==> src/rtl/ram_arbiter_if.sv <==
// Signal bundle between the two memory requesters, the arbiter and the RAM port.
// The arbiter connects through the slave modport; requesters/RAM model use master.
interface ram_arbiter_if;
  logic [1:0]  req_ren;
  logic [1:0]  req_wen;
  logic [31:0] req_addr0;
  logic [31:0] req_addr1;
  logic [31:0] req_store0;
  logic [31:0] req_store1;
  logic [1:0]  req_wait;
  logic [31:0] req_load0;
  logic [31:0] req_load1;
  logic        ramREN;
  logic        ramWEN;
  logic [31:0] ramaddr;
  logic [31:0] ramstore;
  logic [31:0] ramload;
  logic [1:0]  ramstate;
  logic        err_ram;
  logic        err_timeout;

  modport slave (
    input  req_ren, req_wen, req_addr0, req_addr1, req_store0, req_store1,
    input  ramload, ramstate,
    output req_wait, req_load0, req_load1,
    output ramREN, ramWEN, ramaddr, ramstore,
    output err_ram, err_timeout
  );

  modport master (
    output req_ren, req_wen, req_addr0, req_addr1, req_store0, req_store1,
    output ramload, ramstate,
    input  req_wait, req_load0, req_load1,
    input  ramREN, ramWEN, ramaddr, ramstore,
    input  err_ram, err_timeout
  );
endinterface

==> src/rtl/ram_arbiter.sv <==
// Round-robin arbiter sharing one RAM port between two requesters, holding the
// grant until the RAM completes, with a per-access watchdog.
//
// state | meaning
// IDLE  | no grant held; picks the next owner from active requests
// SERVE | grant held by owner_q; RAM driven from the owner's live request
module ram_arbiter #(
  parameter int unsigned TIMEOUT = 64
) (
  input logic           CLK,
  input logic           RST,
  ram_arbiter_if.slave  bus
);

  localparam logic [0:0] ST_IDLE  = 1'b0;
  localparam logic [0:0] ST_SERVE = 1'b1;

  localparam logic [1:0] RS_ACCESS = 2'd2;
  localparam logic [1:0] RS_ERROR  = 2'd3;

  localparam logic [7:0] WDOG_LAST = 8'(TIMEOUT - 1);

  logic [0:0] state_q, state_d;
  logic       owner_q, owner_d;
  logic       last_q, last_d;
  logic [7:0] wdog_q, wdog_d;
  logic       err_ram_q, err_ram_d;
  logic       err_timeout_q, err_timeout_d;

  logic [1:0]  active;
  logic        serve;
  logic        own_ren, own_wen, own_act;
  logic        rs_access, rs_error, wdog_hit;
  logic        done_data, done;
  logic [1:0]  gnt_vec;
  logic [31:0] load_val;

  assign active    = bus.req_ren | bus.req_wen;
  assign serve     = (state_q == ST_SERVE);
  assign own_ren   = bus.req_ren[owner_q];
  assign own_wen   = bus.req_wen[owner_q];
  assign own_act   = own_ren | own_wen;
  assign rs_access = (bus.ramstate == RS_ACCESS);
  assign rs_error  = (bus.ramstate == RS_ERROR);
  assign wdog_hit  = (wdog_q == WDOG_LAST);

  // A dropped request outranks the watchdog, so a timeout only completes a live request.
  assign done_data = serve & (rs_access | rs_error);
  assign done      = done_data | (serve & own_act & wdog_hit);
  assign gnt_vec   = owner_q ? 2'b10 : 2'b01;

  assign load_val  = (done_data & own_ren & ~own_wen) ? bus.ramload : 32'd0;

  assign bus.req_wait  = active & ~(gnt_vec & {2{done}});
  assign bus.req_load0 = owner_q ? 32'd0 : load_val;
  assign bus.req_load1 = owner_q ? load_val : 32'd0;

  // Write wins when both strobes are raised by the owner.
  assign bus.ramREN   = serve & own_ren & ~own_wen;
  assign bus.ramWEN   = serve & own_wen;
  assign bus.ramaddr  = serve ? (owner_q ? bus.req_addr1 : bus.req_addr0) : 32'd0;
  assign bus.ramstore = serve ? (owner_q ? bus.req_store1 : bus.req_store0) : 32'd0;

  assign bus.err_ram     = err_ram_q;
  assign bus.err_timeout = err_timeout_q;

  always_comb begin
    state_d       = state_q;
    owner_d       = owner_q;
    last_d        = last_q;
    wdog_d        = wdog_q;
    err_ram_d     = err_ram_q;
    err_timeout_d = err_timeout_q;

    if (state_q == ST_IDLE) begin
      if (active != 2'b00) begin
        state_d = ST_SERVE;
        wdog_d  = 8'd0;
        owner_d = (active == 2'b11) ? ~last_q : active[1];
      end
    end else begin
      if (rs_access) begin
        last_d  = owner_q;
        state_d = ST_IDLE;
      end else if (rs_error) begin
        err_ram_d = 1'b1;
        last_d    = owner_q;
        state_d   = ST_IDLE;
      end else if (!own_act) begin
        state_d = ST_IDLE;
      end else if (wdog_hit) begin
        err_timeout_d = 1'b1;
        last_d        = owner_q;
        state_d       = ST_IDLE;
      end else begin
        wdog_d = wdog_q + 8'd1;
      end
    end
  end

  // last_q resets to 1 so requester 0 wins the first contention.
  always_ff @(posedge CLK) begin
    if (RST) begin
      state_q       <= ST_IDLE;
      owner_q       <= 1'b0;
      last_q        <= 1'b1;
      wdog_q        <= 8'd0;
      err_ram_q     <= 1'b0;
      err_timeout_q <= 1'b0;
    end else begin
      state_q       <= state_d;
      owner_q       <= owner_d;
      last_q        <= last_d;
      wdog_q        <= wdog_d;
      err_ram_q     <= err_ram_d;
      err_timeout_q <= err_timeout_d;
    end
  end

endmodule

==> src/flat_wrapper.sv <==
// flat-port wrapper written by rule: the top's interface ports become plain ports
module ram_arbiter_flat 
#(
  parameter int unsigned TIMEOUT = 64
)
  (CLK, RST, bus_req_ren, bus_req_wen, bus_req_addr0, bus_req_addr1, bus_req_store0, bus_req_store1, bus_ramload, bus_ramstate, bus_req_wait, bus_req_load0, bus_req_load1, bus_ramREN, bus_ramWEN, bus_ramaddr, bus_ramstore, bus_err_ram, bus_err_timeout);
  ram_arbiter_if bus_i ();
  input logic CLK;
  input logic RST;
  input wire logic [$bits(bus_i.req_ren)-1:0] bus_req_ren;
  input wire logic [$bits(bus_i.req_wen)-1:0] bus_req_wen;
  input wire logic [$bits(bus_i.req_addr0)-1:0] bus_req_addr0;
  input wire logic [$bits(bus_i.req_addr1)-1:0] bus_req_addr1;
  input wire logic [$bits(bus_i.req_store0)-1:0] bus_req_store0;
  input wire logic [$bits(bus_i.req_store1)-1:0] bus_req_store1;
  input wire logic [$bits(bus_i.ramload)-1:0] bus_ramload;
  input wire logic [$bits(bus_i.ramstate)-1:0] bus_ramstate;
  output wire logic [$bits(bus_i.req_wait)-1:0] bus_req_wait;
  output wire logic [$bits(bus_i.req_load0)-1:0] bus_req_load0;
  output wire logic [$bits(bus_i.req_load1)-1:0] bus_req_load1;
  output wire logic [$bits(bus_i.ramREN)-1:0] bus_ramREN;
  output wire logic [$bits(bus_i.ramWEN)-1:0] bus_ramWEN;
  output wire logic [$bits(bus_i.ramaddr)-1:0] bus_ramaddr;
  output wire logic [$bits(bus_i.ramstore)-1:0] bus_ramstore;
  output wire logic [$bits(bus_i.err_ram)-1:0] bus_err_ram;
  output wire logic [$bits(bus_i.err_timeout)-1:0] bus_err_timeout;
  assign bus_i.req_ren = bus_req_ren;
  assign bus_i.req_wen = bus_req_wen;
  assign bus_i.req_addr0 = bus_req_addr0;
  assign bus_i.req_addr1 = bus_req_addr1;
  assign bus_i.req_store0 = bus_req_store0;
  assign bus_i.req_store1 = bus_req_store1;
  assign bus_i.ramload = bus_ramload;
  assign bus_i.ramstate = bus_ramstate;
  assign bus_req_wait = bus_i.req_wait;
  assign bus_req_load0 = bus_i.req_load0;
  assign bus_req_load1 = bus_i.req_load1;
  assign bus_ramREN = bus_i.ramREN;
  assign bus_ramWEN = bus_i.ramWEN;
  assign bus_ramaddr = bus_i.ramaddr;
  assign bus_ramstore = bus_i.ramstore;
  assign bus_err_ram = bus_i.err_ram;
  assign bus_err_timeout = bus_i.err_timeout;
  ram_arbiter #(.TIMEOUT(TIMEOUT)) u_core (.CLK(CLK), .RST(RST), .bus(bus_i));
endmodule
==> config.mk <==
export PLATFORM = sky130hd
export DESIGN_NAME = ram_arbiter_flat
export DESIGN_NICKNAME = d
export VERILOG_FILES = /design/src/rtl/ram_arbiter_if.sv /design/src/rtl/ram_arbiter.sv /design/src/flat_wrapper.sv
export SDC_FILE = /design/constraint.sdc
export NUM_CORES = 1
export LEC_CHECK = 0
export ABC_AREA = 1
export CORE_AREA = 2 2 117 119
export DETAILED_ROUTE_END_ITERATION = 6
export DIE_AREA = 0 0 119 121
export GPL_ROUTABILITY_DRIVEN = 0
export PLACE_DENSITY_LB_ADDON = 0.1
export SYNTH_ARGS = -nofsm -noshare
export SYNTH_HDL_FRONTEND = slang
export SYNTH_SLANG_ARGS = --single-unit
==> constraint.sdc <==
create_clock -name CLK -period 3 [get_ports CLK]
set_input_delay 0.6 -clock CLK [delete_from_list [all_inputs] [get_ports CLK]]
set_output_delay 0.6 -clock CLK [all_outputs]
set_load 0.1 [all_outputs]
Word level (Yosys, flattened, before mapping)
Index checks and enable logic that the tools add are counted.
{"block": "totals", "input_bits": 168, "regBits": 13, "output_inout_bits": 134}
{"block": "classes", "n_bitwise": 20, "add_sub_neg": 1, "reduce_logical": 9, "n_mux": 29, "magnitude_cmp": 1, "n_eq_ne": 8}
{"cell": "2-to-1 mux 32 bit", "count": 7}
{"cell": "2-to-1 mux 8 bit", "count": 6}
{"cell": "2-to-1 mux 1 bit", "count": 15}
{"cell": "AND reduction 5 bit", "count": 2}
{"cell": "adder 8 x 1 -> 8 bit, second input constant", "count": 1}
{"cell": "AND 1 bit", "count": 8}
{"cell": "== test 8 x 6 -> 1 bit, second input constant", "count": 1}
{"cell": "!= test 2 bit, second input constant", "count": 4}
{"cell": "== test 2 bit, second input constant", "count": 3}
{"cell": "AND reduction 3 bit", "count": 2}
{"cell": "nonzero test 3 bit", "count": 2}
{"cell": "inverter 1 bit", "count": 5}
{"cell": "AND 2 bit", "count": 2}
{"cell": "nonzero test 2 bit", "count": 2}
{"cell": "bitwise OR 1 bit", "count": 3}
{"cell": "less-than comparator 1 x 2 -> 1 bit, second input constant", "count": 1}
{"cell": "2-to-1 mux 2 bit", "count": 1}
{"cell": "inverter 2 bit", "count": 1}
{"cell": "bitwise OR 2 bit", "count": 1}
{"cell": "AND reduction 2 bit", "count": 1}

Depth between registers and ports, before layout
Gate-level depths: netlist of the first run.
{"block": "logic_depth", "word_depth": 9, "mapped_depth": 9}

Worst setup path after synthesis of the first run
No wires, ideal clock.
{"block": "synth_timing", "path_type": "input to output", "start": "in bus_req_wen[1]", "end": "out bus_req_load0[31]", "setup_slack_ns": -1.222, "required_ns": 2.400, "t_arrival_ns": 3.622, "stages": 7, "cell_sequence": "inv_1 > nand2_2 > nand2_2 > nand2_2 > nor2_4 > nand2_4 > nor3_1"}
{"block": "synth_via", "elab_chain_len": 6}
{"element": "start: declaration", "line": "flat_wrapper.sv:11", "text": "input wire logic [$bits(bus_i.req_wen)-1:0] bus_req_wen;"}
{"element": "2-to-1 mux 1 bit (implied by the code) (2 in a row)", "line": "ram_arbiter.sv:41", "text": "assign own_wen = bus.req_wen[owner_q];"}
{"element": "inverter 1 bit", "line": "ram_arbiter.sv:52", "text": "assign load_val = (done_data & own_ren & ~own_wen) ? bus.ramload : 32'd0;"}
{"element": "AND 1 bit", "line": "ram_arbiter.sv:52"}
{"element": "2-to-1 mux 32 bit", "line": "ram_arbiter.sv:52"}
{"element": "2-to-1 mux 32 bit", "line": "ram_arbiter.sv:55", "text": "assign bus.req_load0 = owner_q ? 32'd0 : load_val;"}
{"element": "end: declaration", "line": "flat_wrapper.sv:19", "text": "output wire logic [$bits(bus_i.req_load0)-1:0] bus_req_load0;"}
No other way between the ends. The select of a mux whose other input is x is not followed.

Worst setup path in the final report of the first run
{"block": "layout_timing", "start": "in bus_req_wen[0]", "end": "out bus_req_load0[10]"}
The elaborated chain is that of the path after synthesis.

==> metrics.cfg, run 1 <==
[cts]
cts_resized = 0
clock_sinks = 13
path_clk_slew_ns = 0.05
cts_made_buffers = 3
cts_max_path_buffers = 2
cts_root_buffer = clkbuf_16
hold_buffers = 0
htreeDepth = 1
post_cts_buffers = 0
cts_tree = yes
clk_latency_ns = 0.25

[detailed_routing]
wl_met2_um = 7610
routed_wl_um = 15100
maxUsedRoutingLayer = met5
vias = 4083
drc_errors = 0
dr.pass1.iters = 4
via_per_inst = 4.51
wl_per_cell_um = 16.7
route.layer.met1.wl_um = 5390
dr_wl_met3_um = 1510
antenna_left = 0
drt-initial-drc-count = 195

[global_routing]
grt.overflow.total = 0
grt_pass1_wl_um = 23700
grtUsageTotal_pct = 20.7
antenna_found_initial = 2
grt_pass1_vias = 4199
grt_start_max_net_pins = 93

[final_layout]
num-nets-final = 898
seq_area_um2 = 265
final_common_cell = clkdlybuf4s50_1
fillers = 1119
multi_input_comb_area_um2 = 2310
final_cell_mix = 167 x clkdlybuf4s50_1, 146 x nor2_1, 137 x buf_12
drive_gt1_share_pct = 31.5
area_growth_pct = 197
finalInstanceArea_um2 = 7520
layoutNonFillerInstCount = 905

[floorplan]
dieArea_um2 = 14400
die-width_um = 119
start_util_pct = 19.4
num_io_pins = 302
num_rows = 42
die_h_um = 121
coreArea_um2 = 13100

[sta]
slew_viol_final = 0
rsz0062_at_grt = no
layout_worst_path_cycle_share_pct = 96.3
worstMarginPinSlew_ns = 0.637
slew_headroom_pct = 57.5
period_minus_slack_ns = 2.89
setup_violations = 0
skew_ns = 0.00139
timing_hold_violations_final = 0
fmax_mhz = 346

[place]
port_buffers = 301
dpl_cell_area_um2 = 7440
dp_hpwl_um = 12400
place_inst = 900

[setup_path]
critPathTopFamily = buffers and inverters
cpMaxStageDelayCell = clkdlybuf4s50_1
path_buf_inv = 4
path_class = in -> out
crit_chain = clkdlybuf4s50_1, inv_8, nand2_2, nand2_2, nand2_2, nor2_4, nand2_8, buf_12, nor3_4, buf_12
cp.arrival_ns = 2.29
cp-end-kind = output port
max_stage_delay_ns = 0.53
start_kind = primary input
cp_max_fo = 20
cp.required_ns = 2.40
critPathMostFrequentCell = nand2_2

[synth]
ys_ff_latch = 13
ys_warn_count = 0
synth_top_family_by_area = simple AND/OR/NAND/NOR gates
syn_nets = 621
syn_area_per_cell_um2 = 5.61
synthAdderAreaFrac_pct = 0.494
synthMuxAreaShare_pct = 0
synth_compound_gate_area_share_pct = 15.5
netlist_instances = 452
synth-simple-area-share_pct = 58.8
seq_area_frac_synth_pct = 10.3
synthXorXnorAreaFrac_pct = 0
synth_cell_types = 22
syn_area_um2 = 2530

[run]
cap_violations = 0

[run_status]
outcome = complete, no violations

[power]
power.leakage_nw = 3.07
powerDensity_nw_per_um2 = 266
fin_total_pwr_mw = 2.00
ir_worst_vdd_mv = 0.351

[min_path]
holdCritPathClass = reg -> reg

==> power by group <==
part           leakage (nW)  switching, mW  total, mW  internal (mW)
clock                0.0382         0.0798      0.260          0.180
combinational          2.93          0.981       1.55          0.569
sequential            0.106         0.0105      0.189          0.178
total                  3.07           1.07       2.00          0.928
==> stage by stage <==
step	util, %	worst slack (ns)	setup TNS, ns	hold WS [ns]
after floorplan	-	-0.372	-9.93	0.462
after CTS	57.5	0.0964	0	0.462
after global routing	57.5	0.0205	0	0.490
final	57.5	0.112	0	0.463
after global placement	56.9	0.124	0	0.441
after detailed placement	56.9	0.103	0	0.454
==> worst min-delay path, cell delays in order (launching register included) <==
cell	delay, ns
dfxtp_1	0.31
inv_1	0.05
a21oi_1	0.05
==> area by class of cell <==
type / count / area share (%)
Sequential cell: 13 / 3.53
Multi-Input combinational cell: 353 / 30.7
Inverter: 50 / 2.73
Timing Repair Buffer: 308 / 59.1
Antenna cell: 1 / 0.0333
Tap cell: 176 / 2.93
Clock buffer: 4 / 1.05
==> logic make-up (layout without fill, tap and decap cells) <==
family	Yosys count	in the layout
adders and majority gates	1	1
and+or+nand+nor	274	274
other	0	1
AOI/OAI and AO/OA	78	78
DFF	13	13
buffers and inverters	86	362
==> Yosys cell counts, drive strengths merged <==
cell type  number  area (µm²)
a31oi           1        6.26
buf            15         113
dfxtp          13         260
clkbuf         21        78.8
inv            50         188
nor3           65         626
nand4           1        6.26
o21ai          66         330
nand2          42         185
nor2          148         571
nand3          18         103
a21oi          11        55.1
ha              1        12.5
==> final timing paths <==
check                                        start            endpoint  slack [ns]  cells after the start
worst max-delay path                bus_req_wen[0]   bus_req_load0[10]        0.11                     10
worst min-delay path            u_core.bus.err_ram  u_core.bus.err_ram        0.46                      2
worst max register to register        u_core.serve    u_core.wdog_q[5]        1.04                      7
worst min register to register  u_core.bus.err_ram  u_core.bus.err_ram        0.46                      2
==> state kept, by name (all words and copies together), names as in the netlist <==
register,cells
u_core.serve,1
u_core.bus.err_ram,1
u_core.last_q,1
u_core.owner_q,1
u_core.bus.err_timeout,1
u_core.wdog_q,8
==> metal layers <==
layer,vias up,GRT usage (%)
met5,-,0
met4,2,7.66
met3,35,7.38
met2,204,37.0
met1,1835,22.5
li1,2007,-
Power figures use the tool's default switching activity.
==> run 2: changes to the inputs <==
--- a/config.mk
+++ b/config.mk
@@ -6,9 +6,10 @@
 export NUM_CORES = 1
 export LEC_CHECK = 0
 export ABC_AREA = 1
-export CORE_AREA = 2 2 117 119
+export CAP_MARGIN = 20
+export CORE_AREA = 5 5 113 115
 export DETAILED_ROUTE_END_ITERATION = 6
-export DIE_AREA = 0 0 119 121
+export DIE_AREA = 0 0 118 120
 export GPL_ROUTABILITY_DRIVEN = 0
 export PLACE_DENSITY_LB_ADDON = 0.1
 export SYNTH_ARGS = -nofsm -noshare
==> run 2 against run 1 <==
  * Non-clock buffer count increased by 3
  * Largest power group unchanged
  * Largest cell class unchanged
  * Clock power decreased by 3%
  * Final cell count decreased by 3.0%
==> metrics.cfg, run 2 (synthesized netlist as in run 1, its figures left out) <==
[floorplan]
die-width_um = 118  ; was 119 µm
num_rows = 40  ; was 42
start_util_pct = 21.6  ; was 19.4%
die_h_um = 120  ; was 121 µm
num_io_pins = 302  ; unchanged
dieArea_um2 = 14200  ; was 14400 µm²
coreArea_um2 = 11700  ; was 13100 µm²

[detailed_routing]
via_per_inst = 4.66  ; was 4.51
vias = 4088  ; was 4083
dr.pass1.iters = 4  ; unchanged
drc_errors = 0  ; unchanged
routed_wl_um = 16100  ; was 15100 µm
wl_per_cell_um = 18.3  ; was 16.7 µm
drt-initial-drc-count = 224  ; was 195
antenna_left = 0  ; unchanged

[sta]
fin_setup_tns_ns = 0  ; unchanged
timing_hold_violations_final = 0  ; unchanged
setup_violations = 0  ; unchanged
skew_ns = 0.00352  ; was 0.00139 ns
worstMarginPinSlew_ns = 0.773  ; was 0.637 ns
period_minus_slack_ns = 2.90  ; was 2.89 ns
fmax_mhz = 345  ; was 346 MHz
slew_viol_final = 0  ; unchanged
slew_headroom_pct = 48.5  ; was 57.5%
layout_worst_path_cycle_share_pct = 96.7  ; was 96.3%
rsz0062_at_grt = no  ; unchanged
finalWorstSetupSlack_ns = 0.0990  ; was 0.112 ns

[global_routing]
grt_start_max_net_pins = 69  ; was 93
grtUsageTotal_pct = 22.0  ; was 20.7%
grt_pass1_wl_um = 25100  ; was 23700 µm
antenna_found_initial = 0  ; was 2
grt_pass1_vias = 4096  ; was 4199
grt.overflow.total = 0  ; unchanged

[cts]
path_clk_slew_ns = 0.04  ; was 0.05 ns
htreeDepth = 1  ; unchanged
post_cts_buffers = 0  ; unchanged
cts_root_buffer = clkbuf_16  ; unchanged
cts_resized = 0  ; unchanged
clock_sinks = 13  ; unchanged
cts_tree = yes  ; unchanged
hold_buffers = 0  ; unchanged
cts_made_buffers = 3  ; unchanged
clk_latency_ns = 0.24  ; was 0.25 ns
cts_max_path_buffers = 2  ; unchanged

[setup_path]
timing.rr.start = u_core.serve  ; unchanged
cp_max_fo = 23  ; was 20
path_class = in -> out  ; unchanged
cp.required_ns = 2.40  ; about the same
cp-end-kind = output port  ; unchanged
cp-startpoint = bus_req_wen[0]  ; unchanged
cp.arrival_ns = 2.30  ; was 2.29 ns
start_kind = primary input  ; unchanged

[power]
p_comb_share_pct = 77.9  ; was 77.6%
p_sw_share_pct = 53.5  ; was 53.6%
p_seq_share_pct = 9.5  ; about the same
power.leakage_nw = 3.10  ; was 3.07 nW
intPower_mw = 0.931  ; was 0.928 mW
p_clk_share_pct = 12.6  ; was 13.0%
p_switching_mw = 1.07  ; about the same
ir_worst_vdd_mv = 0.185  ; was 0.351 mV
powerDensity_nw_per_um2 = 266  ; about the same

[final_layout]
num-nets-final = 901  ; was 898
area_growth_pct = 197  ; about the same
largest_reg_flops = 8  ; unchanged
final_core_util_pct = 64.2  ; was 57.5%
drive_gt1_share_pct = 31.7  ; was 31.5%
diodes = 0  ; was 1
final_cell_mix = 167 x clkdlybuf4s50_1, 146 x nor2_1, 137 x buf_12  ; unchanged
layoutNonFillerInstCount = 878  ; was 905
final_common_cell = clkdlybuf4s50_1  ; unchanged
finalInstanceArea_um2 = 7510  ; was 7520 µm²
largest-register = u_core.wdog_q  ; unchanged

[place]
place_worst_setup_slack_ns = 0.0483  ; was 0.103 ns
dp_hpwl_um = 13700  ; was 12400 µm
port_buffers = 301  ; unchanged
place_inst = 874  ; was 900
dpl_cell_area_um2 = 7430  ; was 7440 µm²

[min_path]
holdCritPathClass = reg -> reg  ; unchanged
worstHoldStart = u_core.bus.err_ram  ; unchanged

[run_status]
outcome = complete, no violations  ; unchanged

[run]
cap_violations = 0  ; unchanged

-- run 2: cell types whose count changed in the layout (fill, tap and decap cells not counted), sizes merged --
cell	delta
diode	-1
buf	+3
-- run 2: power by group through the flow --
stage	Combinational, mW	Sequential [mW]	Clock (mW)
2_1_floorplan	0.884	0.189	0
3_3_place_gp	1.55	0.193	0
3_5_place_dp	1.57	0.194	0
4_1_cts	1.57	0.191	0.258
5_1_grt	1.62	0.191	0.267
6_report	1.56	0.190	0.251
-- run 2: worst max-delay path: stages --
cell and delay [ns]:
clkdlybuf4s50_1 0.52, inv_8 0.08, nand2_2 0.05, nand2_2 0.09, nand2_2 0.07, nor2_4 0.16, nand2_8 0.09, buf_12 0.21
nor3_4 0.22, buf_12 0.20
-- run 2: metal layers --
| metal | routed length (µm) | track usage (%) |
|---|---|---|
| met2 | 8740 | 42.1 |
| met5 | 0 | 0 |
| met3 | 1170 | 5.18 |
| met4 | 117 | 1.94 |
| met1 | 6060 | 25.6 |
-- run 2: layout make-up --
class / instances / area (µm²)
fillers: 1017 / 4200
multi-input cells: 353 / 2310
inverters: 50 / 205
flip-flops and latches: 13 / 265
repair buffers: 311 / 4470
well taps: 147 / 184
clock buffers: 4 / 78.8
-- run 2: worst paths after layout --
check	to	slack [ns]	cells past startpoint
worst min-delay path	u_core.bus.err_ram	0.45	2
worst max-delay path	bus_req_load0[10]	0.1	10
worst max register to register	u_core.wdog_q[0]	1.19	8
worst min register to register	u_core.bus.err_ram	0.45	2
-- run 2: metrics by stage --
stage                     power (mW)  hold WS [ns]
after global routing            2.07         0.490
after global placement          1.75         0.440
after detailed placement        1.76         0.445
after CTS                       2.02         0.454
after floorplan                 1.07         0.462
final                           2.00         0.451
==> run 3: changes to the inputs <==
--- a/config.mk
+++ b/config.mk
@@ -8,6 +8,7 @@
 export ABC_AREA = 1
 export CAP_MARGIN = 20
 export CORE_AREA = 5 5 113 115
+export CTS_BUF_LIST = sky130_fd_sc_hd__clkbuf_4 sky130_fd_sc_hd__clkbuf_8
 export DETAILED_ROUTE_END_ITERATION = 6
 export DIE_AREA = 0 0 118 120
 export GPL_ROUTABILITY_DRIVEN = 0
==> run 3 against run 2 <==
  * Worst setup slack got worse by 0.0028 ns
  * Non-clock buffer count is the same
  * Worst hold slack gained 0.0013 ns
  * Critical path type unchanged
  * Critical endpoint unchanged
==> metrics.cfg, run 3 (synthesized netlist as in run 1, its figures left out) <==
[global_routing]
grt_start_max_net_pins = 69  ; unchanged
grt_pass1_vias = 4143  ; was 4096
grtUsageTotal_pct = 22.0  ; about the same
grt.overflow.total = 0  ; unchanged
antenna_found_initial = 1  ; was 0
grt_pass1_wl_um = 24900  ; was 25100 µm

[power]
ir_worst_vdd_mv = 0.166  ; was 0.185 mV
powerDensity_nw_per_um2 = 256  ; was 266 nW/µm²
power.leakage_nw = 3.08  ; was 3.10 nW
fin_total_pwr_mw = 1.92  ; was 2.00 mW

[setup_path]
cp.arrival_ns = 2.30  ; about the same
cp_max_fo = 23  ; unchanged
path_class = in -> out  ; unchanged
start_kind = primary input  ; unchanged
cp-end-kind = output port  ; unchanged
cp.required_ns = 2.40  ; about the same

[floorplan]
num_rows = 40  ; unchanged
die-width_um = 118  ; unchanged
die_h_um = 120  ; unchanged
coreArea_um2 = 11700  ; unchanged
num_io_pins = 302  ; unchanged
start_util_pct = 21.6  ; unchanged
dieArea_um2 = 14200  ; unchanged

[final_layout]
area_growth_pct = 196  ; was 197%
largest_reg_flops = 8  ; unchanged
final_common_cell = clkdlybuf4s50_1  ; unchanged
final_cell_mix = 167 x clkdlybuf4s50_1, 146 x nor2_1, 137 x buf_12  ; unchanged
fillers = 1016  ; was 1017
num-nets-final = 901  ; unchanged
largest-register = u_core.wdog_q  ; unchanged
final_core_util_pct = 63.9  ; was 64.2%
drive_gt1_share_pct = 31.9  ; was 31.7%

[sta]
slew_headroom_pct = 49.7  ; was 48.5%
fin_hold_ws_ns = 0.453  ; was 0.451 ns
slew_viol_final = 0  ; unchanged
fin_setup_tns_ns = 0  ; unchanged
finalWorstSetupSlack_ns = 0.0962  ; was 0.0990 ns
setup_violations = 0  ; unchanged
skew_ns = 0.00422  ; was 0.00352 ns
timing_hold_violations_final = 0  ; unchanged
layout_worst_path_cycle_share_pct = 96.8  ; was 96.7%
fmax_mhz = 344  ; was 345 MHz
worstMarginPinSlew_ns = 0.755  ; was 0.773 ns
period_minus_slack_ns = 2.90  ; about the same
rsz0062_at_grt = no  ; unchanged

[detailed_routing]
routed_wl_um = 16000  ; was 16100 µm
antenna_left = 0  ; unchanged
via_per_inst = 4.64  ; was 4.66
drc_errors = 0  ; unchanged
wl_per_cell_um = 18.2  ; was 18.3 µm
vias = 4082  ; was 4088
dr.pass1.iters = 4  ; unchanged
drt-initial-drc-count = 200  ; was 224

[run]
cap_violations = 0  ; unchanged

[cts]
path_clk_slew_ns = 0.05  ; was 0.04 ns
cts_root_buffer = clkbuf_8  ; was clkbuf_16
cts_made_buffers = 3  ; unchanged
clk_latency_ns = 0.25  ; was 0.24 ns
clock_sinks = 13  ; unchanged
htreeDepth = 1  ; unchanged
cts_tree = yes  ; unchanged
cts_max_path_buffers = 2  ; unchanged

[place]
port_buffers = 301  ; unchanged
place_worst_setup_slack_ns = 0.0483  ; unchanged
dp_hpwl_um = 13700  ; unchanged

[run_status]
outcome = complete, no violations  ; unchanged

[min_path]
holdCritPathClass = reg -> reg  ; unchanged

run 3: final timing paths:
check / end / depth (start not counted) / startpoint / slack (ns)
setup reg to reg: u_core.wdog_q[0] / 8 / u_core.serve / 1.19
setup / recovery: bus_req_load0[10] / 10 / bus_req_wen[0] / 0.1
hold reg to reg: u_core.bus.err_ram / 2 / u_core.bus.err_ram / 0.45
hold / removal: u_core.bus.err_ram / 2 / u_core.bus.err_ram / 0.45
run 3: area by class of cell:
type / instances / area, µm² / area share [%]
Clock buffer: 4 / 48.8 / 0.652
Tap cell: 147 / 184 / 2.46
Antenna cell: 1 / 2.50 / 0.0334
Inverter: 50 / 205 / 2.74
Sequential cell: 13 / 265 / 3.54
Multi-Input combinational cell: 353 / 2310 / 30.9
Timing Repair Buffer: 311 / 4470 / 59.7
run 3: stage by stage:
stage / cells / area (µm²)
after floorplan: 452 / 2960
after global placement: 874 / 7430
after detailed placement: 874 / 7430
after CTS: 878 / 7480
after global routing: 879 / 7490
final: 879 / 7490
run 3: per-layer routing:
metal	vias up	share of wire (%)	track usage (%)
li1	2006	-	-
met1	1854	37	24.9
met2	199	52	39.9
met5	-	0	0
met4	0	2.8	6.67
met3	23	7.7	6.22
run 3: power by group:
group          leakage, nW  internal, mW  switching (mW)  total, mW
Clock               0.0262         0.103          0.0649      0.168
Sequential           0.106         0.178          0.0119      0.190
Combinational         2.95         0.573           0.986       1.56
Total                 3.08         0.854            1.06       1.92
run 3: critical path: stages:
cell and delay, ns:
clkdlybuf4s50_1 0.52, inv_8 0.08, nand2_2 0.05, nand2_2 0.09, nand2_2 0.07, nor2_4 0.16
nand2_8 0.09, buf_12 0.21, nor3_4 0.22, buf_12 0.20
run 3: repair_timing:
item                                    in CTS  in global routing
endpoints found under the setup margin       0                  1
setup buffers                                0                  0
gates resized for setup                      0                  1
hold buffers                                 0                  0
